### src/rtl/exp4_condicionador_entradas.sv
// -----------------------------------------------------------------------------
// exp4_condicionador_entradas
//
// Input-conditioning stage that sits in front of the circuit top level.
// It takes the raw start button and the four key switches and does three things:
// it brings them into the clock domain, filters out switch bounce, and turns
// committed rising transitions into single-cycle event pulses for the control
// unit and datapath.
//
// All five inputs are filtered together as one vector. A change on any bit
// restarts the filter for the whole vector, so iniciar and chaves always
// commit together and stay consistent with each other.
//
// Parameters
//   DEBOUNCE_CICLOS  clock edges a synchronised value must stay constant before
//                    it is committed (minimum 2; board builds override it).
//   CW               debounce counter width; 2**CW must exceed DEBOUNCE_CICLOS.
//
// Ports
//   clock            in   system clock, rising edge
//   reset            in   asynchronous, active-high
//   iniciar_raw      in   raw start button (asynchronous to clock)
//   chaves_raw[3:0]  in   raw key switches (asynchronous to clock)
//   iniciar_pulso    out  one-cycle pulse on a committed 0->1 of iniciar
//   jogada_pulso     out  one-cycle pulse on a committed chaves 0000 -> nonzero
//   chaves_estaveis  out  committed, debounced key value
//   iniciar_estavel  out  committed, debounced iniciar level
//   chave_valida     out  chaves_estaveis has exactly one bit set
//   db_estado[3:0]   out  filter state for the hex debug display
//                         (4'h0 = ESTAVEL, 4'h1 = FILTRANDO)
// -----------------------------------------------------------------------------
module exp4_condicionador_entradas #(
  parameter int DEBOUNCE_CICLOS = 4,
  parameter int CW              = 16
) (
  input  logic       clock,
  input  logic       reset,
  input  logic       iniciar_raw,
  input  logic [3:0] chaves_raw,
  output logic       iniciar_pulso,
  output logic       jogada_pulso,
  output logic [3:0] chaves_estaveis,
  output logic       iniciar_estavel,
  output logic       chave_valida,
  output logic [3:0] db_estado
);

  typedef enum logic {
    ESTAVEL   = 1'b0,
    FILTRANDO = 1'b1
  } estado_t;

  // Counter value at which the candidate has been seen on DEBOUNCE_CICLOS
  // consecutive edges (the edge that started filtering counts as 1).
  localparam logic [CW-1:0] CNT_FINAL = CW'(DEBOUNCE_CICLOS - 1);

  // Two-flop synchroniser on the whole raw vector {iniciar, chaves}.
  logic [4:0] sync1_reg;
  logic [4:0] sync2_reg;
  logic [4:0] s;

  // Filter state.
  estado_t    state_reg, state_next;
  logic [4:0] est_reg,   est_next;
  logic [4:0] cand_reg,  cand_next;
  logic [CW-1:0] cnt_reg, cnt_next;
  logic       iniciar_pulso_reg, iniciar_pulso_next;
  logic       jogada_pulso_reg,  jogada_pulso_next;
  logic       commit;

  assign s = sync2_reg;

  // ---------------------------------------------------------------------------
  // Synchroniser
  // ---------------------------------------------------------------------------
  always_ff @(posedge clock or posedge reset) begin
    if (reset) begin
      sync1_reg <= 5'b0;
      sync2_reg <= 5'b0;
    end else begin
      sync1_reg <= {iniciar_raw, chaves_raw};
      sync2_reg <= sync1_reg;
    end
  end

  // ---------------------------------------------------------------------------
  // Filter FSM: state and datapath registers
  // ---------------------------------------------------------------------------
  always_ff @(posedge clock or posedge reset) begin
    if (reset) begin
      state_reg         <= ESTAVEL;
      est_reg           <= 5'b0;
      cand_reg          <= 5'b0;
      cnt_reg           <= '0;
      iniciar_pulso_reg <= 1'b0;
      jogada_pulso_reg  <= 1'b0;
    end else begin
      state_reg         <= state_next;
      est_reg           <= est_next;
      cand_reg          <= cand_next;
      cnt_reg           <= cnt_next;
      iniciar_pulso_reg <= iniciar_pulso_next;
      jogada_pulso_reg  <= jogada_pulso_next;
    end
  end

  // ---------------------------------------------------------------------------
  // Filter FSM: next-state logic
  // ---------------------------------------------------------------------------
  always_comb begin
    state_next = state_reg;
    est_next   = est_reg;
    cand_next  = cand_reg;
    cnt_next   = cnt_reg;
    commit     = 1'b0;

    case (state_reg)
      ESTAVEL: begin
        if (s != est_reg) begin
          cand_next  = s;
          cnt_next   = CW'(1);
          state_next = FILTRANDO;
        end
      end

      FILTRANDO: begin
        if (s == est_reg) begin
          // Input bounced back to the committed value: drop the candidate.
          state_next = ESTAVEL;
        end else if (s != cand_reg) begin
          // Input moved again: restart filtering on the new value.
          cand_next = s;
          cnt_next  = CW'(1);
        end else if (cnt_reg == CNT_FINAL) begin
          commit     = 1'b1;
          est_next   = cand_reg;
          state_next = ESTAVEL;
        end else begin
          // Bounded by CNT_FINAL above, so the counter never wraps.
          cnt_next = cnt_reg + CW'(1);
        end
      end

      default: begin
        state_next = ESTAVEL;
      end
    endcase

    // Pulses only on commits that are rising in the sense the control unit
    // cares about; falling edges and nonzero->nonzero key changes are silent.
    iniciar_pulso_next = commit & cand_reg[4] & ~est_reg[4];
    jogada_pulso_next  = commit & (cand_reg[3:0] != 4'b0) & (est_reg[3:0] == 4'b0);
  end

  // ---------------------------------------------------------------------------
  // Outputs
  // ---------------------------------------------------------------------------
  assign iniciar_pulso   = iniciar_pulso_reg;
  assign jogada_pulso    = jogada_pulso_reg;
  assign iniciar_estavel = est_reg[4];
  assign chaves_estaveis = est_reg[3:0];
  assign chave_valida    = $onehot(est_reg[3:0]);
  assign db_estado       = {3'b000, (state_reg == FILTRANDO)};

endmodule

### config.mk
export PLATFORM = sky130hd
export DESIGN_NAME = exp4_condicionador_entradas
export DESIGN_NICKNAME = d
export VERILOG_FILES = /design/src/rtl/exp4_condicionador_entradas.sv
export SDC_FILE = /design/constraint.sdc
export NUM_CORES = 1
export LEC_CHECK = 0
export BUFFER_PORTS_ARGS = -buffer_cell sky130_fd_sc_hd__buf_2
export CAP_MARGIN = 20
export CORE_UTILIZATION = 55
export CTS_BUF_LIST = sky130_fd_sc_hd__clkbuf_4 sky130_fd_sc_hd__clkbuf_8 sky130_fd_sc_hd__clkbuf_16
export DETAILED_ROUTE_END_ITERATION = 7
export MAX_ROUTING_LAYER = met4
export PLACE_DENSITY = 0.75
export SLEW_MARGIN = 10
export SYNTH_ARGS = -nofsm -noshare
export SYNTH_HDL_FRONTEND = slang
export SYNTH_SLANG_ARGS = --single-unit
### constraint.sdc
create_clock -name clock -period 3.3 [get_ports clock]
set_input_delay 0 -clock clock [delete_from_list [all_inputs] [get_ports clock]]
set_output_delay 0 -clock clock [all_outputs]
set_load 0.1 [all_outputs]
=== After elaboration in Yosys (flattened, before gate mapping) ===
Cells that the tools add are included.
Widths: inputs -> output; s select.

* $add $sub $neg: 4
* Equality and inequality tests: 9
* Muxes and demuxes: 18
* Bitwise logic cells: 8
* Reduce and logical (&&, ||, !) cells: 5

{| class="wikitable"
|+ Operators with widths
! operator !! count
|-
| $mux 16 || 4
|-
| $pmux 16 s2 || 1
|-
| $add 16x1->16 const B || 1
|-
| $eq 16x2->1 const B || 1
|-
| $mux 5 || 3
|-
| $ne 5x5->1 || 2
|-
| $pmux 5 s2 || 1
|-
| $mux 1 || 8
|-
| $reduce_and 3->1 || 2
|-
| $eq 5x5->1 || 1
|-
| $add 1x1->2 || 2
|-
| $and 1x1->1 || 4
|-
| $logic_not 4->1 || 1
|-
| $ne 2x2->1 const B || 2
|-
| $not 1->1 || 4
|-
| $reduce_and 4->1 || 1
|-
| $reduce_bool 4->1 || 1
|-
| $add 2x2->3 || 1
|-
| $eq 3x1->1 const B || 1
|-
| $ne 3x3->1 const B || 1
|-
| $ne 2x1->1 const B || 1
|-
| $pmux 1 s2 || 1
|}

* Bits in registers: 39
* Input bits: 7
* Output and inout port bits: 12
* Word-level logic and storage cells: 52

=== Depth between registers and ports, before layout ===
* Depth in word-level cells: 7
* Depth in mapped cells: 6
* Depth with buffers taken out: 6

=== Worst setup path after synthesis ===
OpenSTA, ideal clock, no wires.

* Path kind: flip-flop to output port
* Start: reg est_reg[0]
* End: out chave_valida
* Arrival: 4.399 ns
* Data required time: 3.300 ns
* Setup slack: -1.099 ns
* Cell stages (with the launch flop): 7
* Buffers on the path: 0
* Path through: dfrtp_1 > inv_1 > fa_1 > inv_1 > ha_1 > ha_1 > nor3b_1

* Word-level cells in the longest chain between the ends: 3

{| class="wikitable"
|+ RTL lines
! item !! line !! RTL
|-
| from (decl) || 64 || <nowiki>logic [4:0] est_reg, est_next;</nowiki>
|-
| from (signal assigned) || 99 || <nowiki>est_reg <= est_next;</nowiki>
|-
| $add 1x1->2 (implied by the code) || 162 || <nowiki>assign chave_valida = $onehot(est_reg[3:0]);</nowiki>
|-
| $add 2x2->3 (implied by the code) || 162 ||
|-
| $eq 3x1->1 || 162 ||
|-
| to (decl) || 44 || <nowiki>output logic chave_valida,</nowiki>
|}

No other way between the ends.

=== Worst setup path in the final report ===
Same ends and word-level chain as after synthesis.

==> impl_results.md <==
- Post-synthesis sequential area ratio: 46.9%
- Slew Limit Fails: 0
- CP Data Arrival Time: 2.47 ns
- Post-synth top area share: 46.9%
- Fin util: 67.9%
- Final setup fails: 0
- Area Overhead vs Synth: 13.1%
- GRT Total Usage: 25.1%
- Sw Share: 26.4%
- Top layer reached by signal wires: met4
- Tcrit/Tclk final: 74.8%
- Residual DRC: 0
- Total gr overflow: 0
- Worst Setup End Kind: primary output
- # IOs: 19
- Detailed-routed wire length on met2: 2.05 mm
- CP Max Fanout: 3
- Vias: 1,574
- Max Clk Rate: 405 MHz
- DRT Wirelength: 4.24 mm
- CTS tree: done
- RR Startpoint: est_reg[2]
- H-tree levels: 2
- Reported max-cap violation count: 0
- Worst R2R End: est_reg[2]
- Synth top area cells: dfrtp_1, a32o_1, a22o_1, xnor2_1, mux2_1
- Syn Area/Cell: 11.5 µm²
- Internal power: 0.851 mW
- FP Rows: 21
- WHS Endpoint: sync1_reg[2]
- Die area: 4030 µm²
- Post-DP HPWL: 2.86 mm
- Core Area: 3470 µm²
- Instance count of the mapped netlist: 181
- Total CTS buffers: 5
- DR pass1 iterations: 4
- Count of cell types in the netlist: 43
- CTS clk-pin slew, worst paths: 0.07 ns
- Mapped cell area: 2080 µm²
- Clock group share of total power: 41.4%
- Vias in the first global route: 1,593
- Worst r2r path cells: 4
- Worst Path Required: 3.30 ns
- Post-Route M1 WL: 1.84 mm
- Die X: 63.5 µm
- Setup CP Type: reg2out
- Setup TNS: 0 ns
- Pleak: 1.02 nW
- Total design power: 1.16 mW
- Layout cells sized above 1: 18.1%
- Detail Route Antenna Nets: 0
- Die Ht: 63.5 µm
- Largest net degree at the start of global routing: 23
- Min cycle time layout: 2.47 ns
- Routed wire per std cell: 17.3 µm
- Worst clock skew: 0.00508 ns
- Worst hold start: chaves_raw[2]
- Initial Util: 60.0%
- Latest clock arrival within the worst-skew pair: 0.30 ns
- Antenna violations before repair: 0
- Slew @ Worst Pin: 0.833 ns
- Combinational power share: 14.9%
- Met3 routed WL: 248 µm
- # diodes: 0
- Worst hold stages: 2
- Outcome: finished, final reports clean
- Sw Pwr: 0.304 mW
- Port Buf Inserts: 15
- R2R Setup Slk: 1.16 ns
- Via-per-instance ratio: 6.42
- Worst slew margin: 44.4%
- Root buffer cell: clkbuf_8
- Synth Register Bits: 39
- Peak VDD IR: 0.354 mV
- Nets: 210
- RePlAce Congestion: 0.826
- RSZ-0062 raised after global routing: no
- Leading area contributor after synthesis: dfrtp_1
- Seq pwr share: 43.8%
- EDFF count, synth: 0
- Max reg flops: 16
- Warnings from Yosys: 0
- Commonest register cell after synthesis: dfrtp_1
- Startpoint types: flip-flop
- CTS sink cnt: 39
- Fin. Hold Viols: 0
- Bufs on Longest Clock Path: 2
- Worst hold path type: in2reg
- Async S/R FF share, synth: 100%
- Pwr Density: 491 nW/µm²
- First-pass GRT wire length: 7.36 mm
- Initial DRC Count: 99
[how the worst max path moves through the flow]
stage               startpoint            to  depth (start not counted)
floorplan           est_reg[0]  chave_valida                          6
detailed placement  est_reg[0]  chave_valida                          7
finish              est_reg[0]  chave_valida                          7
global placement    est_reg[0]  chave_valida                          7
global route        est_reg[0]  chave_valida                          7
CTS                 est_reg[0]  chave_valida                          7
[through the flow]
step / instance area (µm²) / std cells / setup WS, ns / hold WS (ns)
finish: 2350 / 245 / 0.833 / 0.342
detailed placement: 2160 / 231 / 1.14 / 0.110
global route: 2350 / 245 / 0.680 / 0.330
floorplan: 2100 / 183 / 0.220 / 0.0314
CTS: 2350 / 245 / 0.823 / 0.339
global placement: 2160 / 231 / 1.21 / 0.110
[power by group through the flow]
stage	clock network [mW]	registers, mW	logic, mW
after detailed placement	0	0.515	0.166
after CTS	0.482	0.506	0.172
after global placement	0	0.513	0.162
after global routing	0.509	0.508	0.184
final	0.478	0.506	0.172
after floorplan	0	0.532	0.126
[cells in the mapped netlist (2+ instances only)]
library cell and n:
and4_1 5, clkbuf_1 6, mux2i_1 2, o22ai_1 4, a22o_1 10, nand4_1 6
nor3_1 2, and3_1 4, nand2_1 9, mux2_4 2, xnor2_1 10, o2bb2ai_1 2
a32oi_1 3, dfrtp_1 39, nand3_1 5, inv_1 8, buf_4 6, nand4_2 2
nor4_2 2, nor2_1 11, and2_1 3, a2111o_1 2, o32ai_1 2, a32o_1 10
ha_1 4, mux2_1 5
[per-layer routing]
layer | global-route usage, % | vias up
met2 | 36.6 | 70
met4 | 12.5 | 0
li1 | - | 715
met5 | - | -
met1 | 31.6 | 779
met3 | 7.43 | 10
[cell usage in the layout, fill, tap and decap left out, types with 3 or more instances in the layout]
cell type,synthesis,layout
dfrtp_1,39,39
buf_2,0,15
nor2_1,11,11
xnor2_1,10,10
a32o_1,10,10
a22o_1,10,10
nand2_1,9,9
inv_1,8,8
nand4_1,6,6
dlygate4sd3_1,0,6
and4_1,5,5
nand3_1,5,5
mux2_1,5,5
clkbuf_8,0,5
and3_1,4,4
o22ai_1,4,4
ha_1,4,4
and2_1,3,3
a32oi_1,3,3
conb_1,1,3
[what timing repair did]
item	CTS	global route
setup buffers	0	0
setup endpoints to repair	0	0
hold endpoints to repair	26	0
hold buffers	6	0
resized for setup	0	0
[area by class of cell]
class                      instances  area, µm²
inverter                           8       30.0
clock inverter                     2       60.1
sequential                        39        976
multi-input combinational        122       1010
tap                               46       57.6
timing repair buffer              22        143
clock buffer                       6       76.3
fill                             268       1110
[worst max-delay path, cell delays in order, from the launching register on]
cell and delay (ns):
dfrtp_1 0.39, inv_1 0.10, fa_1 0.54, inv_1 0.04, ha_1 0.17, ha_1 0.30
nor3b_4 0.18, buf_2 0.44
[logic make-up after synthesis]
logic type | share of synthesized area (%)
AO/OA/AOI/OAI | 17.4
XOR/XNOR | 4.21
adder cells (fa/ha/maj) | 3.37
buffers and inverters | 5.41
flip-flops | 46.9
multiplexers | 5.11
other | 0.180
AND/OR/NAND/NOR | 17.4
(Power assumes the default switching activity.)
